File: config.mk
export PLATFORM = sky130hd
export DESIGN_NAME = serial_subtractor_controller
export DESIGN_NICKNAME = d
export VERILOG_FILES = /design/src/rtl/serial_subtractor_pkg.sv /design/src/rtl/serial_subtractor_controller_cell.sv /design/src/rtl/serial_subtractor_controller.sv
export SDC_FILE = /design/constraint.sdc
export NUM_CORES = 1
export LEC_CHECK = 0
export CORE_MARGIN = 3
export CORE_UTILIZATION = 45
export CTS_CLUSTER_DIAMETER = 30
export CTS_CLUSTER_SIZE = 30
export DETAILED_ROUTE_END_ITERATION = 10
export PLACE_DENSITY = 0.82
export REMOVE_ABC_BUFFERS = 1
export SLEW_MARGIN = 30
export SYNTH_ARGS = -nofsm -noshare
export SYNTH_HDL_FRONTEND = slang
export SYNTH_SLANG_ARGS = --single-unit
File: constraint.sdc
create_clock -name Clock_In -period 1.4 [get_ports Clock_In]
set_clock_uncertainty 0.2 [all_clocks]
set_input_delay 0.35 -clock Clock_In [delete_from_list [all_inputs] [get_ports Clock_In]]
set_output_delay 0.35 -clock Clock_In [all_outputs]
set_load 0.03 [all_outputs]
File: src/rtl/serial_subtractor_pkg.sv
// Shared types and defaults for the bit-serial subtractor controller.
package serial_subtractor_pkg;

  localparam int SUB_WIDTH_DEFAULT = 8;

  typedef enum logic [1:0] {
    IDLE  = 2'd0,
    SHIFT = 2'd1,
    DONE  = 2'd2
  } sub_state_e;

endpackage

File: src/rtl/serial_subtractor_controller_cell.sv
// One-bit full subtractor used by the serial datapath (a - b - bin).
module full_subtractor_cell (
  input  logic a,
  input  logic b,
  input  logic bin,
  output logic diff,
  output logic bout
);

  assign diff = a ^ b ^ bin;
  assign bout = (~a & b) | (~(a ^ b) & bin);

endmodule

File: src/rtl/serial_subtractor_controller.sv
// Bit-serial subtractor, LSB first, one bit per clock; result is WIDTH cycles after start.
// Optional two's-complement overflow output enabled by defining SERIAL_SUB_OVERFLOW_EN.
//
// state | meaning
// IDLE  | waiting for Start_In; operands latched on accept
// SHIFT | one bit processed per edge, WIDTH edges total
// DONE  | one-cycle result-valid pulse, then back to IDLE
module serial_subtractor_controller
  import serial_subtractor_pkg::*;
#(
  parameter int WIDTH = SUB_WIDTH_DEFAULT
) (
  input  logic             Clock_In,
  input  logic             Reset_In,
  input  logic             Start_In,
  input  logic [WIDTH-1:0] Data_A_In,
  input  logic [WIDTH-1:0] Data_B_In,
  output logic             Busy_Out,
  output logic             Done_Out,
  output logic [WIDTH-1:0] Difference_Out,
  output logic             Borrow_Out
`ifdef SERIAL_SUB_OVERFLOW_EN
  ,
  output logic             Overflow_Out
`endif
);

  localparam int CNT_W = $clog2(WIDTH) + 1;
  localparam logic [CNT_W-1:0] CNT_LAST = CNT_W'(WIDTH - 1);

  sub_state_e       state, state_nxt;
  logic [WIDTH-1:0] a_sh;
  logic [WIDTH-1:0] b_sh;
  logic [CNT_W-1:0] bit_cnt;
  logic             borrow_q;
  logic             cell_diff;
  logic             cell_bout;
  logic             last_bit;

  assign last_bit = (bit_cnt == CNT_LAST);

  full_subtractor_cell u_cell (
    .a    (a_sh[0]),
    .b    (b_sh[0]),
    .bin  (borrow_q),
    .diff (cell_diff),
    .bout (cell_bout)
  );

  always_ff @(posedge Clock_In) begin
    if (Reset_In) state <= IDLE;
    else          state <= state_nxt;
  end

  always_comb begin
    state_nxt = state;
    unique case (state)
      IDLE:    if (Start_In) state_nxt = SHIFT;
      SHIFT:   if (last_bit) state_nxt = DONE;
      DONE:    state_nxt = IDLE;
      default: state_nxt = IDLE;
    endcase
  end

  // The minuend register doubles as the result register: each consumed
  // A bit at the bottom is replaced by its difference bit at the top.
  always_ff @(posedge Clock_In) begin
    if (Reset_In) begin
      a_sh           <= '0;
      b_sh           <= '0;
      bit_cnt        <= '0;
      borrow_q       <= 1'b0;
      Difference_Out <= '0;
      Borrow_Out     <= 1'b0;
`ifdef SERIAL_SUB_OVERFLOW_EN
      Overflow_Out   <= 1'b0;
`endif
    end else begin
      case (state)
        IDLE: begin
          if (Start_In) begin
            a_sh     <= Data_A_In;
            b_sh     <= Data_B_In;
            bit_cnt  <= '0;
            borrow_q <= 1'b0;
          end
        end
        SHIFT: begin
          a_sh     <= {cell_diff, a_sh[WIDTH-1:1]};
          b_sh     <= {1'b0, b_sh[WIDTH-1:1]};
          bit_cnt  <= bit_cnt + 1'b1;
          borrow_q <= cell_bout;
          if (last_bit) begin
            Difference_Out <= {cell_diff, a_sh[WIDTH-1:1]};
            Borrow_Out     <= cell_bout;
`ifdef SERIAL_SUB_OVERFLOW_EN
            // On the last bit a_sh[0]/b_sh[0] are the operand sign bits.
            Overflow_Out   <= (a_sh[0] != b_sh[0]) && (cell_diff != a_sh[0]);
`endif
          end
        end
        default: ;
      endcase
    end
  end

  assign Busy_Out = (state == SHIFT);
  assign Done_Out = (state == DONE);

endmodule

Yosys cells after proc, flatten, opt, wreduce, memory -nomap -nowiden:

Index checks and enable logic that the tools add are counted.
Widths: inputs -> output; s select.

* add/sub/neg operators: 1
* divide/modulo/power cells: 0
* bitwise logic cells: 7
* eq/ne operators: 5
* $lt $le $gt $ge: 0
* mux-type cells: 11
* multipliers: 0
* reductions and logical operators: 5
* shifts and indexed selects: 0

Operators with widths (count)
* $pmux 8 s2: 2
* $mux 8: 2
* $pmux 4 s2: 1
* $reduce_and 2->1: 3
* $add 4x1->4 const B: 1
* $eq 4x3->1 const B: 1
* $mux 2: 2
* $mux 4: 1
* $pmux 2 s2: 1
* $and 1x1->1: 2
* $eq 2x1->1 const B: 1
* $eq 2x2->1 const B: 1
* $logic_not 2->1: 1
* $ne 2x1->1 const B: 1
* $ne 2x2->1 const B: 1
* $not 1->1: 2
* $pmux 1 s2: 1
* $reduce_bool 2->1: 1
* $xor 1x1->1: 2
* $mux 1: 1
* $or 1x1->1: 1

* input port bits: 19
* memories kept: 0
* output and inout bits: 11
* register bits: 32
* logic and storage cells: 36
* latch bits: 0
* RAM bits: 0
* bits in read-only memories: 0

Longest topological paths before layout:

* depth after elaboration: 5
* gate-level depth with buffers: 6
* gate-level depth less buffers: 4

By module:

A second synthesis with hierarchy kept.

* cells, all modules: 166
* area, all modules: 1465.2 um2

By module, submodules not included
* serial_subtractor_controller: instances 1, area each 1433.9 um2, seq. area each 640.6 um2, cells an instance 162
* full_subtractor_cell: instances 1, area each 31.3 um2, seq. area each 0.0 um2, cells an instance 4

Worst setup path before layout:

No wires, ideal clock.

* kind: reg2out
* start point: reg state[1]
* end point: out Done_Out
* data required time: 0.850 ns
* data arrival time: 1.143 ns
* buffers on the path: 1
* cell stages (with the launch flop): 4
* slack: -0.293 ns
* cell sequence: dfxtp_1 -> inv_1 -> clkbuf_1 -> nor2_1

* word-level cells in the longest chain between the ends: 1

Ends and longest elaborated chain
* start: declaration: RTL line serial_subtractor_controller.sv:31 `sub_state_e state, state_nxt;`
* start signal: assignment: RTL line serial_subtractor_controller.sv:52 `else state <= state_nxt;`
* $eq 2x2->1: RTL line serial_subtractor_controller.sv:108 `assign Done_Out = (state == DONE);`
* end: declaration: RTL line serial_subtractor_controller.sv:19 `output logic Done_Out,`

Every way passes these cells.

Final worst setup path:

* start point: reg state[1]
* end point: out Busy_Out

* word-level cells in the longest chain between the ends: 1

Ends and longest elaborated chain
* $eq 2x1->1: RTL line serial_subtractor_controller.sv:107 `assign Busy_Out = (state == SHIFT);`
* end: declaration: RTL line serial_subtractor_controller.sv:18 `output logic Busy_Out,`

Every way passes these cells.

==> results_dict.tcl <==
set metrics [dict create \
    leakage_uw 0.000918 \
    start_util_pct 48.3 \
    drtAntennaViolNets 0 \
    final_common_cell "buf_6" \
    required_ps 850 \
    root_buffer "clkbuf_4" \
    cp-start-kind "flop" \
    clk_pin_slew_ps 110 \
    gr-total-overflow 0 \
    multiInputGateArea_sq_um 918 \
    tightest_slew_ps 377 \
    nFillCells 197 \
    seq_area_sq_um 667 \
    clk_path_buf_depth 2 \
    worstReg2RegEnd "a_sh[7]" \
    dieArea_sq_um 4060 \
    vias_per_cell 5.60 \
    crit_type "flop to output port" \
    slowest_delay_ps 370 \
    first_pass_iters 4 \
    grt_usage_pct 23.0 \
    critPathSlowestCell "dfxtp_4" \
    antenna_found_initial 0 \
    period_share_pct 116 \
    grt_setup_unrepaired "yes" \
    coreArea_sq_um 3100 \
    maxSlewViolCount 0 \
    min_period_ps 1630 \
    n_antenna_cell 0 \
    cp-endpoint "Busy_Out" \
    wl_per_cell_um 17.5 \
    grt_max_degree 17 \
    finalNetCount 244 \
    relSlewSlack_pct 74.9 \
    layout_common_cells "25 x buf_6, 22 x nor2_1, 22 x buf_4" \
    clock_sinks 32 \
    totalWireLength_mm 4.69 \
    run_status "finished with violations" \
    hold_path_class "flop to flop" \
    row_count 20 \
    tritoncts "yes" \
    ir_worst_vdd_uv 556 \
    setup_violations 15 \
    timing.rr.start "b_sh[0]" \
    yosysTopAreaCell "dfxtp_1" \
    grt_pass1_vias 1484 \
    crit_arrival_ps 1080 \
    fmax_mhz 615 \
    drv_cap 0 \
    cp_max_fo 4 \
    htreeDepth 2 \
    remaining_drc_errors 0 \
    ys_seq_elements 32 \
    cp_cell_sequence "nand2b_4 > inv_4 > buf_6" \
    routabilityCongestion 0.821 \
    netlist_instances 160 \
    violations "negative setup slack" \
    insertion_delay_ps 360 \
    via_count 1502 \
    synth_area_leaders "dfxtp_1 43%, a211oi_1 7.0%, nor2_1 6.5%, a21bo_1 5.3%, o2bb2ai_1 4.7%" \
    syn_avg_cell_area_sq_um 9.37 \
    async_reset_ff_share_pct 0 \
    hold_viol 0 \
    yosys_warnings 0 \
    critPathCaptureType "output port" \
    grt_pass1_wl_mm 7.16 \
    fin_tns_setup_ps -1930 \
    cp-startpoint "state[1]" \
    drive_gt1_share_pct 51.8 \
    place_hpwl_mm 2.67 \
    area_growth_syn_to_layout_pct 62.0 \
    reg2regPathDepth 4 \
    portBuffers 29 \
    synth.top_cell.area_share_pct 42.7 \
    synth-edff-count 0 \
    ys_seq_area_share_pct 42.7 \
    drt_iter0_drc 66 \
    io_pins 30 \
    finalWorstSetupSlack_ps -226 \
    ys_types 34 \
    p_per_area_nw_per_um2 888 \
    die_h_um 63.7 \
    utilization_pct 78.3 \
    cts_buffers 5 \
    die_w_um 63.7 \
    syn_area_sq_um 1500 \
    synth_ff_type "dfxtp_1" \
    r2r_setup_slack_ps -180 \
]
## registers in the layout (all words and copies together), names as in the netlist
name	flops
bit_cnt	4
Borrow_Out	1
a_sh	8
Difference_Out	8
state	2
b_sh	8
borrow_q	1
## how the worst min path moves through the flow
stage	cells past startpoint	endpoint	start	slack (ps)
after global placement	2	b_sh[7]	b_sh[7]	270
after floorplan	1	Difference_Out[4]	Reset_In	210
after detailed placement	2	borrow_q	borrow_q	270
after global routing	2	Difference_Out[5]	a_sh[6]	280
final	2	Difference_Out[5]	a_sh[6]	260
after CTS	2	Difference_Out[1]	a_sh[2]	290
## synthesized netlist by cell type (4+ instances only)
master / number
nand2_1: 5
a21oi_1: 9
a21bo_1: 8
dfxtp_1: 32
clkbuf_1: 4
a211oi_1: 14
o22ai_1: 7
nor2_1: 26
buf_6: 4
nand3_1: 10
o2bb2ai_1: 8
## worst max-delay path, delay by kind of cell, from the launching register on
family,cells,cell delay (ps)
DFF,1,370
and+or+nand+nor,1,160
buffers and inverters,2,200
## cell families (layout without fill, tap and decap cells)
group | Yosys count | count (layout) | share of synthesized area (%)
buffers and inverters | 18 | 81 | 8.26
DFF | 32 | 32 | 42.7
and+or+nand+nor | 49 | 49 | 15.3
AOI/OAI and AO/OA | 59 | 60 | 31.6
adders and majority gates | 2 | 2 | 2.17
## per-layer routing
metal  global-route usage (%)  wire length [um]  part of all wire, %  up-vias
li1                         -                 -                    -      714
met1                     28.3              1920                   41      723
met2                     37.0              2430                   52       52
met3                     6.77               219                  4.7       13
met4                     10.2               125                  2.7        0
met5                        0                 0                    0        -
## cell type report
type / instances / share of cell area (%)
multi-input combinational: 111 / 37.8
timing repair buffer: 68 / 28.3
sequential: 32 / 27.5
tap: 44 / 2.27
clock buffer: 6 / 1.70
clock inverter: 2 / 1.44
inverter: 5 / 0.979
## what timing repair did
action	4_1_cts	5_1_grt
gates resized for setup	47	43
setup buffers	7	7
pin swaps	19	23
gates cloned	3	0
setup endpoints to repair	36	41
hold buffers	0	0
## where the power goes
| part | switching, uW | leakage [uW] | internal, uW |
|---|---|---|---|
| sequential | 44.3 | 0.000270 | 956 |
| combinational | 204 | 0.000605 | 238 |
| clock | 342 | 0.0000422 | 374 |
## stage by stage
stage | worst slack [ps] | hold WS, ps | cells | instance area [sq um] | power [uW]
6_report | -226 | 261 | 268 | 2430 | 2160
5_1_grt | -257 | 283 | 268 | 2430 | 2240
4_1_cts | -190 | 294 | 261 | 2220 | 2070
3_5_place_dp | -439 | 274 | 244 | 1900 | 1310
3_3_place_gp | -368 | 269 | 244 | 1900 | 1300
2_1_floorplan | -225 | 212 | 147 | 1390 | 1150
(Power assumes the default switching activity.)
